[src/rtl/uart_word_rx_if.sv]
// uart_word_rx_if: serial input plus word-assembly outputs of uart_word_rx
interface uart_word_rx_if #(
    parameter int NUM_BYTES = 4
);
    localparam int W  = 8 * NUM_BYTES;
    localparam int IW = NUM_BYTES > 1 ? $clog2(NUM_BYTES) : 1;

    logic          rx;
    logic [W-1:0]  word;
    logic          word_valid;
    logic          frame_err;
    logic          timeout_err;
    logic          parity_err;
    logic [IW-1:0] byte_idx;
    logic          busy;

    modport master (
        output rx,
        input  word, word_valid, frame_err, timeout_err, parity_err, byte_idx, busy
    );

    modport slave (
        input  rx,
        output word, word_valid, frame_err, timeout_err, parity_err, byte_idx, busy
    );
endinterface

[src/rtl/uart_word_rx.sv]
// uart_word_rx: 8N1 UART receiver assembling NUM_BYTES frames (MSB byte first) into one word; even parity with UART_WORD_RX_PARITY_EN
module uart_word_rx #(
    parameter int CLKS_PER_BIT = 521,
    parameter int NUM_BYTES    = 4,
    parameter int TIMEOUT_BITS = 20
) (
    input logic           clk,
    input logic           rst,
    uart_word_rx_if.slave bus
);
    localparam int W  = 8 * NUM_BYTES;
    localparam int IW = NUM_BYTES > 1 ? $clog2(NUM_BYTES) : 1;
    localparam int CW = $clog2(CLKS_PER_BIT);
    localparam int TW = $clog2(TIMEOUT_BITS * CLKS_PER_BIT);
    localparam logic [CW-1:0] C_MID  = CW'((CLKS_PER_BIT - 1) / 2);
    localparam logic [CW-1:0] C_LAST = CW'(CLKS_PER_BIT - 1);
    localparam logic [TW-1:0] T_LAST = TW'(TIMEOUT_BITS * CLKS_PER_BIT - 1);
    localparam logic [IW-1:0] I_LAST = IW'(NUM_BYTES - 1);

    typedef enum logic [2:0] {
        IDLE,
        START,
        DATA,
`ifdef UART_WORD_RX_PARITY_EN
        PARITY,
`endif
        STOP,
        BREAK
    } state_t;

    state_t        state;
    logic          rx_m, rx_s;
    logic [CW-1:0] cnt;
    logic [TW-1:0] tcnt;
    logic [2:0]    bit_idx;
    logic [7:0]    sh;
    logic [W-1:0]  asm_q, asm_next, word_q;
    logic [IW-1:0] idx_q;
    logic          valid_q, ferr_q, terr_q;

    // Each accepted byte shifts in at the bottom, so the first byte ends up on top
    assign asm_next = (asm_q << 8) | W'(sh);

`ifdef UART_WORD_RX_PARITY_EN
    logic par_bit, perr_q, par_bad;
    assign par_bad        = ^sh ^ par_bit;
    assign bus.parity_err = perr_q;
`else
    assign bus.parity_err = 1'b0;
`endif

    assign bus.word        = word_q;
    assign bus.word_valid  = valid_q;
    assign bus.frame_err   = ferr_q;
    assign bus.timeout_err = terr_q;
    assign bus.byte_idx    = idx_q;
    assign bus.busy        = (state != IDLE) || (idx_q != '0);

    // Two-flop synchronizer on the asynchronous rx pin, idling high
    always_ff @(posedge clk or posedge rst)
        if (rst) {rx_m, rx_s} <= 2'b11;
        else     {rx_m, rx_s} <= {bus.rx, rx_m};

    // Frame FSM: start validation, bit sampling, word assembly and inter-byte timeout
    always_ff @(posedge clk or posedge rst) begin
        if (rst) begin
            state   <= IDLE;
            cnt     <= '0;
            tcnt    <= '0;
            bit_idx <= '0;
            sh      <= '0;
            asm_q   <= '0;
            word_q  <= '0;
            idx_q   <= '0;
            valid_q <= 1'b0;
            ferr_q  <= 1'b0;
            terr_q  <= 1'b0;
`ifdef UART_WORD_RX_PARITY_EN
            par_bit <= 1'b0;
            perr_q  <= 1'b0;
`endif
        end else begin
            valid_q <= 1'b0;
            ferr_q  <= 1'b0;
            terr_q  <= 1'b0;
`ifdef UART_WORD_RX_PARITY_EN
            perr_q  <= 1'b0;
`endif
            cnt     <= cnt + 1'b1;
            case (state)
                IDLE: begin
                    cnt     <= '0;
                    bit_idx <= '0;
                    if (!rx_s) begin
                        state <= START;
                        tcnt  <= '0;
                    end else if (idx_q == '0) begin
                        tcnt <= '0;
                    end else if (tcnt == T_LAST) begin
                        idx_q  <= '0;
                        terr_q <= 1'b1;
                        tcnt   <= '0;
                    end else begin
                        tcnt <= tcnt + 1'b1;
                    end
                end
                START: if (cnt == C_MID) begin
                    cnt   <= '0;
                    state <= rx_s ? IDLE : DATA;
                end
                DATA: if (cnt == C_LAST) begin
                    cnt     <= '0;
                    sh      <= {rx_s, sh[7:1]};
                    bit_idx <= bit_idx + 1'b1;
`ifdef UART_WORD_RX_PARITY_EN
                    if (bit_idx == 3'd7) state <= PARITY;
`else
                    if (bit_idx == 3'd7) state <= STOP;
`endif
                end
`ifdef UART_WORD_RX_PARITY_EN
                PARITY: if (cnt == C_LAST) begin
                    cnt     <= '0;
                    par_bit <= rx_s;
                    state   <= STOP;
                end
`endif
                STOP: if (cnt == C_LAST) begin
                    cnt <= '0;
                    if (!rx_s) begin
                        ferr_q <= 1'b1;
                        idx_q  <= '0;
                        state  <= BREAK;
`ifdef UART_WORD_RX_PARITY_EN
                    end else if (par_bad) begin
                        perr_q <= 1'b1;
                        idx_q  <= '0;
                        state  <= IDLE;
`endif
                    end else if (idx_q == I_LAST) begin
                        word_q  <= asm_next;
                        valid_q <= 1'b1;
                        idx_q   <= '0;
                        state   <= IDLE;
                    end else begin
                        asm_q <= asm_next;
                        idx_q <= idx_q + 1'b1;
                        state <= IDLE;
                    end
                end
                BREAK: begin
                    cnt <= '0;
                    if (rx_s) state <= IDLE;
                end
                default: state <= IDLE;
            endcase
        end
    end
endmodule

[src/flat_wrapper.sv]
// flat-port wrapper written by rule: the top's interface ports become plain ports
module uart_word_rx_flat 
#(
    parameter int CLKS_PER_BIT = 521,
    parameter int NUM_BYTES    = 4,
    parameter int TIMEOUT_BITS = 20
)
  (clk, rst, bus_rx, bus_word, bus_word_valid, bus_frame_err, bus_timeout_err, bus_parity_err, bus_byte_idx, bus_busy);
  uart_word_rx_if #(.NUM_BYTES(NUM_BYTES)) bus_i ();
  input logic clk;
  input logic rst;
  input wire logic [$bits(bus_i.rx)-1:0] bus_rx;
  output wire logic [$bits(bus_i.word)-1:0] bus_word;
  output wire logic [$bits(bus_i.word_valid)-1:0] bus_word_valid;
  output wire logic [$bits(bus_i.frame_err)-1:0] bus_frame_err;
  output wire logic [$bits(bus_i.timeout_err)-1:0] bus_timeout_err;
  output wire logic [$bits(bus_i.parity_err)-1:0] bus_parity_err;
  output wire logic [$bits(bus_i.byte_idx)-1:0] bus_byte_idx;
  output wire logic [$bits(bus_i.busy)-1:0] bus_busy;
  assign bus_i.rx = bus_rx;
  assign bus_word = bus_i.word;
  assign bus_word_valid = bus_i.word_valid;
  assign bus_frame_err = bus_i.frame_err;
  assign bus_timeout_err = bus_i.timeout_err;
  assign bus_parity_err = bus_i.parity_err;
  assign bus_byte_idx = bus_i.byte_idx;
  assign bus_busy = bus_i.busy;
  uart_word_rx #(.CLKS_PER_BIT(CLKS_PER_BIT), .NUM_BYTES(NUM_BYTES), .TIMEOUT_BITS(TIMEOUT_BITS)) u_core (.clk(clk), .rst(rst), .bus(bus_i));
endmodule
[config.mk]
export PLATFORM = sky130hd
export DESIGN_NAME = uart_word_rx_flat
export DESIGN_NICKNAME = d
export VERILOG_FILES = /design/src/rtl/uart_word_rx_if.sv /design/src/rtl/uart_word_rx.sv /design/src/flat_wrapper.sv
export SDC_FILE = /design/constraint.sdc
export NUM_CORES = 1
export LEC_CHECK = 0
export ABC_CLOCK_PERIOD_IN_PS = 4400
export CORE_UTILIZATION = 43
export CTS_CLUSTER_SIZE = 10
export DETAILED_ROUTE_END_ITERATION = 16
export PLACE_DENSITY = 0.71
export SLEW_MARGIN = 30
export SYNTH_ARGS = -nofsm -noshare
export SYNTH_HDL_FRONTEND = slang
export SYNTH_SLANG_ARGS = --single-unit
[constraint.sdc]
create_clock -name clk -period 4.4 [get_ports clk]
set_input_delay 1.1 -clock clk [delete_from_list [all_inputs] [get_ports clk]]
set_output_delay 1.1 -clock clk [all_outputs]
set_load 0.05 [all_outputs]
# After elaboration in Yosys (flattened, before gate mapping)
# Index checks and enable logic that the tools add are counted.
[word_totals]
ff_bits = 101
inputBits = 3
output_inout_bits = 39
wordCells = 87
[op_classes]
n_addsub = 4
eq_ne = 18
n_mux = 35
bitwise = 2
n_reduce_logical = 15
[ops]
columns = ["operator", "count"]
rows = [
  ["14-bit 2-to-1 mux", 3],
  ["32-bit by 8-bit bitwise OR with 32-bit output", 1],
  ["10-bit case mux with 3 select lines", 1],
  ["3-bit 2-to-1 mux", 8],
  ["10-bit 2-to-1 mux", 2],
  ["3-bit case mux with 5 select lines", 1],
  ["14-bit by 1-bit adder with 14-bit output (second input constant)", 1],
  ["14-bit equality test (second input constant)", 1],
  ["2-bit 2-to-1 mux", 7],
  ["2-bit by 1-bit != test with 1-bit output (second input constant)", 7],
  ["1-bit 2-to-1 mux", 11],
  ["10-bit by 1-bit adder with 10-bit output (second input constant)", 1],
  ["10-bit equality test (second input constant)", 1],
  ["10-bit by 9-bit equality test with 1-bit output (second input constant)", 1],
  ["4-bit AND reduction", 2],
  ["3-bit by 2-bit equality test with 1-bit output (second input constant)", 2],
  ["3-bit equality test (second input constant)", 2],
  ["3-bit case mux with 2 select lines", 1],
  ["6-bit AND reduction", 1],
  ["2-bit nonzero test", 3],
  ["5-bit AND reduction", 1],
  ["2-bit != test (second input constant)", 2],
  ["2-bit case mux with 2 select lines", 1],
  ["2-bit AND reduction", 2],
  ["other kinds (10)", 11],
]

# Longest topological paths before layout
# Gate-level depths: netlist of run 1.
[depth]
word_depth = 5
ltp_mapped = 8
depth_no_buf = 6

# Least setup slack after synthesis of run 1
# No wires, ideal clock.
[synth_timing]
kind = "reg-to-output"
startpoint = "reg u_core.state[0]"
endpoint = "out bus_busy"
arrival_ns = 1.394
t_required_ns = 3.300
setup_slack_ns = 1.906
stages_incl_launch_ff = 4
path_buffers = 1
cell_sequence = "dfrtp_1 -> clkbuf_1 -> nor3_1 -> nand2_1"
[synth_via]
elab_chain_cells = 2
[synth_rtl]
columns = ["item", "line", "source"]
rows = [
  ["start: declaration", "uart_word_rx.sv:31", "state_t state;"],
  ["start signal: assignment", "uart_word_rx.sv:109", "state <= rx_s ? IDLE : DATA;"],
  ["3-bit nonzero test", "uart_word_rx.sv:57", "assign bus.busy = (state != IDLE) || (idx_q != '0);"],
  ["1-bit logical OR", "uart_word_rx.sv:57", ""],
  ["end: declaration", "flat_wrapper.sv:19", "output wire logic [$bits(bus_i.busy)-1:0] bus_busy;"],
]
# No other way between the ends.

# Final worst setup path of run 1
[layout_timing]
startpoint = "reg u_core.state[1]"
endpoint = "out bus_busy"
# The elaborated chain is that of the path after synthesis.

==> results of run 1 <==
-- logic make-up after synthesis --
logic type,after synthesis,synth area share (%)
xor+xnor,10,1.97
simple gates,101,12.9
flops,101,56.8
mux,68,17.1
buf+inv,30,3.54
fa+ha+maj,7,1.97
other cells,1,0.0841
compound gates,38,5.70
-- where the power goes --
group	leakage (uW)	total (uW)	switching (uW)	internal [uW]
clock	0.000102	584	357	227
combinational	0.000842	23.2	20.1	3.11
sequential	0.00139	930	0.930	929
-- cells in the final DEF (no fill, tap or decap), drive strengths merged, types with 2 or more instances in the layout --
| cell | n |
|---|---|
| nand4 | 6 |
| a21oi | 2 |
| nor3 | 5 |
| clkdlybuf4s50 | 40 |
| and4 | 3 |
| nand3b | 4 |
| xnor2 | 7 |
| o211ai | 4 |
| buf | 4 |
| a31oi | 12 |
| o41ai | 2 |
| nor2b | 2 |
| dfstp | 2 |
| or4 | 2 |
| mux2 | 65 |
| o21ai | 8 |
| nor2 | 20 |
| and3 | 2 |
| ha | 7 |
| dfrtp | 99 |
| nor4b | 3 |
| nor3b | 2 |
| nand4b | 2 |
| nand2 | 23 |
| xor2 | 3 |
| clkbuf | 9 |
| nor4 | 6 |
| inv | 17 |
| nand3 | 13 |
| a311oi | 2 |
| o22ai | 2 |
| mux2i | 3 |
-- per-stage QoR --
step / power [uW] / cell area, sq um / cells / hold slack [ns]
after floorplan: 965 / 4460 / 356 / 0.345
after CTS: 1560 / 5140 / 530 / 0.363
after detailed placement: 973 / 4950 / 514 / 0.348
final: 1540 / 5140 / 530 / 0.362
after global placement: 973 / 4950 / 514 / 0.349
after global routing: 1600 / 5140 / 530 / 0.370
-- cell type report --
class,count,share of cell area [%]
Sequential cell,101,49.2
Multi-Input combinational cell,225,34.5
Timing Repair Buffer,44,8.37
Tap cell,133,3.24
Clock buffer,9,2.41
Clock inverter,7,1.39
Inverter,11,0.852
-- layer usage --
metal | track usage, % | up-vias
met5 | 0 | -
met4 | 7.55 | 0
met3 | 3.21 | 13
met2 | 24.5 | 71
met1 | 20.7 | 1435
li1 | - | 1363
-- registers in the layout, summed over array words and instances, names as in the netlist, 2 cells and up --
| signal | cells |
|---|---|
| u_core.bus.word | 32 |
| u_core.asm_q | 24 |
| u_core.tcnt | 14 |
| u_core.cnt | 10 |
| u_core.sh | 8 |
| u_core.bit_idx | 3 |
| u_core.state | 3 |
| u_core.bus.byte_idx | 2 |
-- critical path: cells and delay by family (launching register included) --
family,cells,cell delay (ns)
flip-flops,1,0.60
buffers and inverters,1,0.72
AND/OR/NAND/NOR,2,0.77
-- path summary, 6_finish.rpt --
check	startpoint	end	slack, ns	depth (start not counted)
setup / recovery	u_core.state[1]	bus_busy	0.86	3
min in group asynchronous	rst	u_core.sh[2]	1.22	2
hold / removal	u_core.rx_m	u_core.rx_s	0.36	0
setup reg to reg	u_core.cnt[0]	u_core.asm_q[2]	1.68	6
max in group asynchronous	rst	u_core.asm_q[7]	2.42	3
hold reg to reg	u_core.rx_m	u_core.rx_s	0.36	0
==> flow_summary.ini, run 1 <==
[timing]
setup_tns_ns = 0
slew_violations = 0
finalSetupViolCount = 0
period_needed_ns = 3.54
fin_crit_sh_pct = 80.5
fmaxAchievable_mhz = 282
relSlewSlack_pct = 49.1
hold_violations = 0
clock_skew_ns = 0.0164
rsz0062_at_grt = false
setup_ws_ns = 0.858
worst_pin_slew_ns = 0.764

[synthesis]
yosysUniqueCellTypes = 50
synthTopCellsByCount = dfrtp_1, mux2_2, nand2_1, nor2_1, nand3_1
yosysWarnings = 0
synth.top_cell.area_share_pct = 55.6
synth_top_area_cell = dfrtp_1
async_flop_share_pct = 100
syn_inst = 356
synth_edf_count = 0
ys_top_cells_by_area = dfrtp_1, mux2_2, ha_1
synth_fp_nets = 366
ys_ff_latch = 101
synth-seq-area-share_pct = 56.8
syn_avg_cell_area_sq_um = 12.5
synth.most_common_cell = dfrtp_1
synth_flop_cell = dfrtp_1
synth_area_sq_um = 4460

[status]
status = complete, no violations

[global_routing]
grt_max_degree = 66
grt_antenna_before_repair = 0
grt_pass1_wl_mm = 13.5
track_usage_pct = 15.6
grt_pass1_vias = 2811
grt-ovfl-total = 0

[setup_path]
critPathLaunchType = register
slowest_delay_ns = 0.72
crit_path_cell_trace = nor3_1, nand2_1, clkdlybuf4s50_1
path_max_fanout = 19
cp-end-kind = output pin
required_ns = 3.30
crit_slowest_cell = clkdlybuf4s50_1
arrival_ns = 2.44
critPathKind = reg -> out

[floorplan]
fp.dieH_um = 104
die_area_sq_um = 10800
ios = 42
row_count = 36
initial_core_util_pct = 45.0
coreArea_sq_um = 9910
die_x_um = 104

[job]
drv_cap = 0

[clock_network]
clock_latency_ns = 0.38
cts_root_buffer = clkbuf_8
cts_hold_repair.buffers = 0
cts_tree = yes
post_cts_buffers = 0
ctsResizeCount = 0
clockBufferDepth = 2
cts_num_sinks = 101
cts_buffers = 9
h-tree-depth = 3
clkTransAtPathRegs_ns = 0.10

[worst_hold_path]
hold_class = reg -> reg

[route]
routedWlPerCell_um = 14.9
drt_iter0_markers = 132
met3_length_um = 331
drtPass1Iterations = 4
dr_wl_met2_mm = 3.65
routed_wl_mm = 7.90
vias = 2882
vias_per_cell = 5.44
postRouteAntennaNets = 0
met1_length_mm = 3.78
drcViolationCount = 0
highest_layer = met4

[placed_design]
pre_cts_ws_ns = 1.19
globalplace.congestion = 0.892
dpl.hpwl_mm = 5.33
numPortBuffers = 40

[power]
p_leak_uw = 0.00233
vdd_ir_drop_max_uv = 141
power_density_nw_per_um2 = 299

[layout]
final_util_pct = 51.9
final_layout_size_suffix_gt1_share_pct = 23.7
multi_input_area_sq_um = 1780
n_antenna_cell = 0
nFillCells = 882
layout.nets = 402
areaGrowthSynthToFinish_pct = 15.4
seq_area_sq_um = 2530
Power figures use the tool's default switching activity.
==> inputs of run 2 (changes only) <==
ABC_CLOCK_PERIOD_IN_PS = 3650   (was 4400)
clock period = 3.65 ns   (was 4.4 ns; I/O delays follow)
==> run 2 against run 1 <==
Die area unchanged. Sequential power is 20% higher. Final cell count decreased by 0.19%. Register-to-register slack worse by 0.72 ns. First-iteration DRC count up 40%. Critical path depth up 1. Flip-flop and latch count stayed put. Sequential share of layout area is 0.060 points higher. Total power grew 17%. Via count down 0.28%. Setup slack got worse by 0.35 ns. Routed wire length down 2.5%.
==> flow_summary.ini, run 2 (synthesis gave the netlist of run 1 again) <==
[timing]
slew_violations = 0
relSlewSlack_pct = 51.7
worst_pin_slew_ns = 0.722
period_needed_ns = 3.14
finalSetupViolCount = 0
rsz0062_at_grt = false
fmaxAchievable_mhz = 319
setup_tns_ns = 0
hold_violations = 0
fin_crit_sh_pct = 86.0
clock_skew_ns = 0.00963
hold_slack_ns = 0.362

[layout]
seq_area_sq_um = 2530
largest_reg_flops = 32
areaGrowthSynthToFinish_pct = 15.2
most-common-layout-cells = dfrtp_1, mux2_2, clkdlybuf4s50_1
multi_input_area_sq_um = 1780
final_common_cell = dfrtp_1
final_util_pct = 51.8
n_antenna_cell = 0
final_layout_size_suffix_gt1_share_pct = 23.5
layout.nets = 402
nFillCells = 884
final_cells = 529

[clock_network]
h-tree-depth = 3
cts_buffers = 9
cts_tree = yes
cts_num_sinks = 101
ctsResizeCount = 0
clock_latency_ns = 0.37
clockBufferDepth = 2
post_cts_buffers = 0
cts_root_buffer = clkbuf_8
cts_hold_repair.buffers = 0
clkTransAtPathRegs_ns = 0.09

[setup_path]
required_ns = 2.74
cp-end-kind = output pin
critPathLaunchType = register
timing.rr.start = u_core.cnt[0]
path_max_fanout = 19
startpoint = u_core.state[1]
arrival_ns = 2.22
critPathKind = reg -> out

[global_routing]
grt_pass1_vias = 2891
grt-ovfl-total = 0
grt_pass1_wl_mm = 14.0
grt_antenna_before_repair = 0
track_usage_pct = 15.9
grt_max_degree = 62

[route]
postRouteAntennaNets = 0
vias_per_cell = 5.43
drt_iter0_markers = 185
drcViolationCount = 0
vias = 2874
routed_wl_mm = 7.71
routedWlPerCell_um = 14.6
drtPass1Iterations = 4

[worst_hold_path]
hold_class = reg -> reg
worstHoldStart = u_core.rx_m

[placed_design]
dp_cells = 514
numPortBuffers = 40
dpl.hpwl_mm = 5.26
globalplace.congestion = 0.874

[status]
status = complete, no violations

[floorplan]
die_area_sq_um = 10800
fp.dieH_um = 104
row_count = 36
initial_core_util_pct = 45.0
coreArea_sq_um = 9910
ios = 42
die_x_um = 104

[job]
drv_cap = 0

[power]
vdd_ir_drop_max_uv = 175
p_leak_uw = 0.00233
power_density_nw_per_um2 = 351
run 2: changes by cell type in the layout (fill, tap and decap cells not counted), sizes merged:
cell / previous run / this run
clkinv: 1 / 2
inv: 17 / 15
run 2: per-layer routing:
layer	wire length, um	vias to the layer above	global-route usage (%)	part of all wire [%]
li1	-	1371	-	-
met1	3710	1444	21.8	48
met2	3610	49	24.5	47
met3	260	10	3.15	3.4
met4	125	0	7.24	1.6
met5	0	-	0	0
run 2: area by class of cell:
cell class                      count  share of cell area (%)
Clock buffer                        9                    2.41
Inverter                           11                   0.853
Tap cell                          133                    3.24
Clock inverter                      6                    1.02
Sequential cell                   101                    49.3
Multi-Input combinational cell    225                    34.6
Timing Repair Buffer               44                    8.63
run 2: final timing paths:
path / end / slack [ns] / depth (start not counted)
max: bus_busy / 0.51 / 4
max in group asynchronous: u_core.rx_s / 2.02 / 3
min in group asynchronous: u_core.bus.word[3] / 0.93 / 2
min reg2reg: u_core.rx_s / 0.36 / 0
min: u_core.rx_s / 0.36 / 0
max reg2reg: u_core.asm_q[23] / 0.96 / 6
run 2: report_power, final:
group	leakage [uW]	switching (uW)	internal, uW
registers	0.00139	1.20	1120
logic	0.000848	23.9	4.57
clock network	0.0000911	398	257
run 2: critical path: stages, from the launching register on:
cell,delay (ns)
dfrtp_1,0.72
nor3_1,0.11
buf_4,0.18
nand2_1,0.06
clkdlybuf4s50_1,0.79
run 2: metrics by stage:
| stage | area (sq um) | setup WS, ns | power (uW) |
|---|---|---|---|
| after floorplan | 4460 | 0.0937 | 1160 |
| after global placement | 4960 | 0.943 | 1170 |
| after detailed placement | 4960 | 0.908 | 1170 |
| after CTS | 5130 | 0.494 | 1830 |
| after global routing | 5130 | 0.367 | 1880 |
| final | 5130 | 0.513 | 1800 |
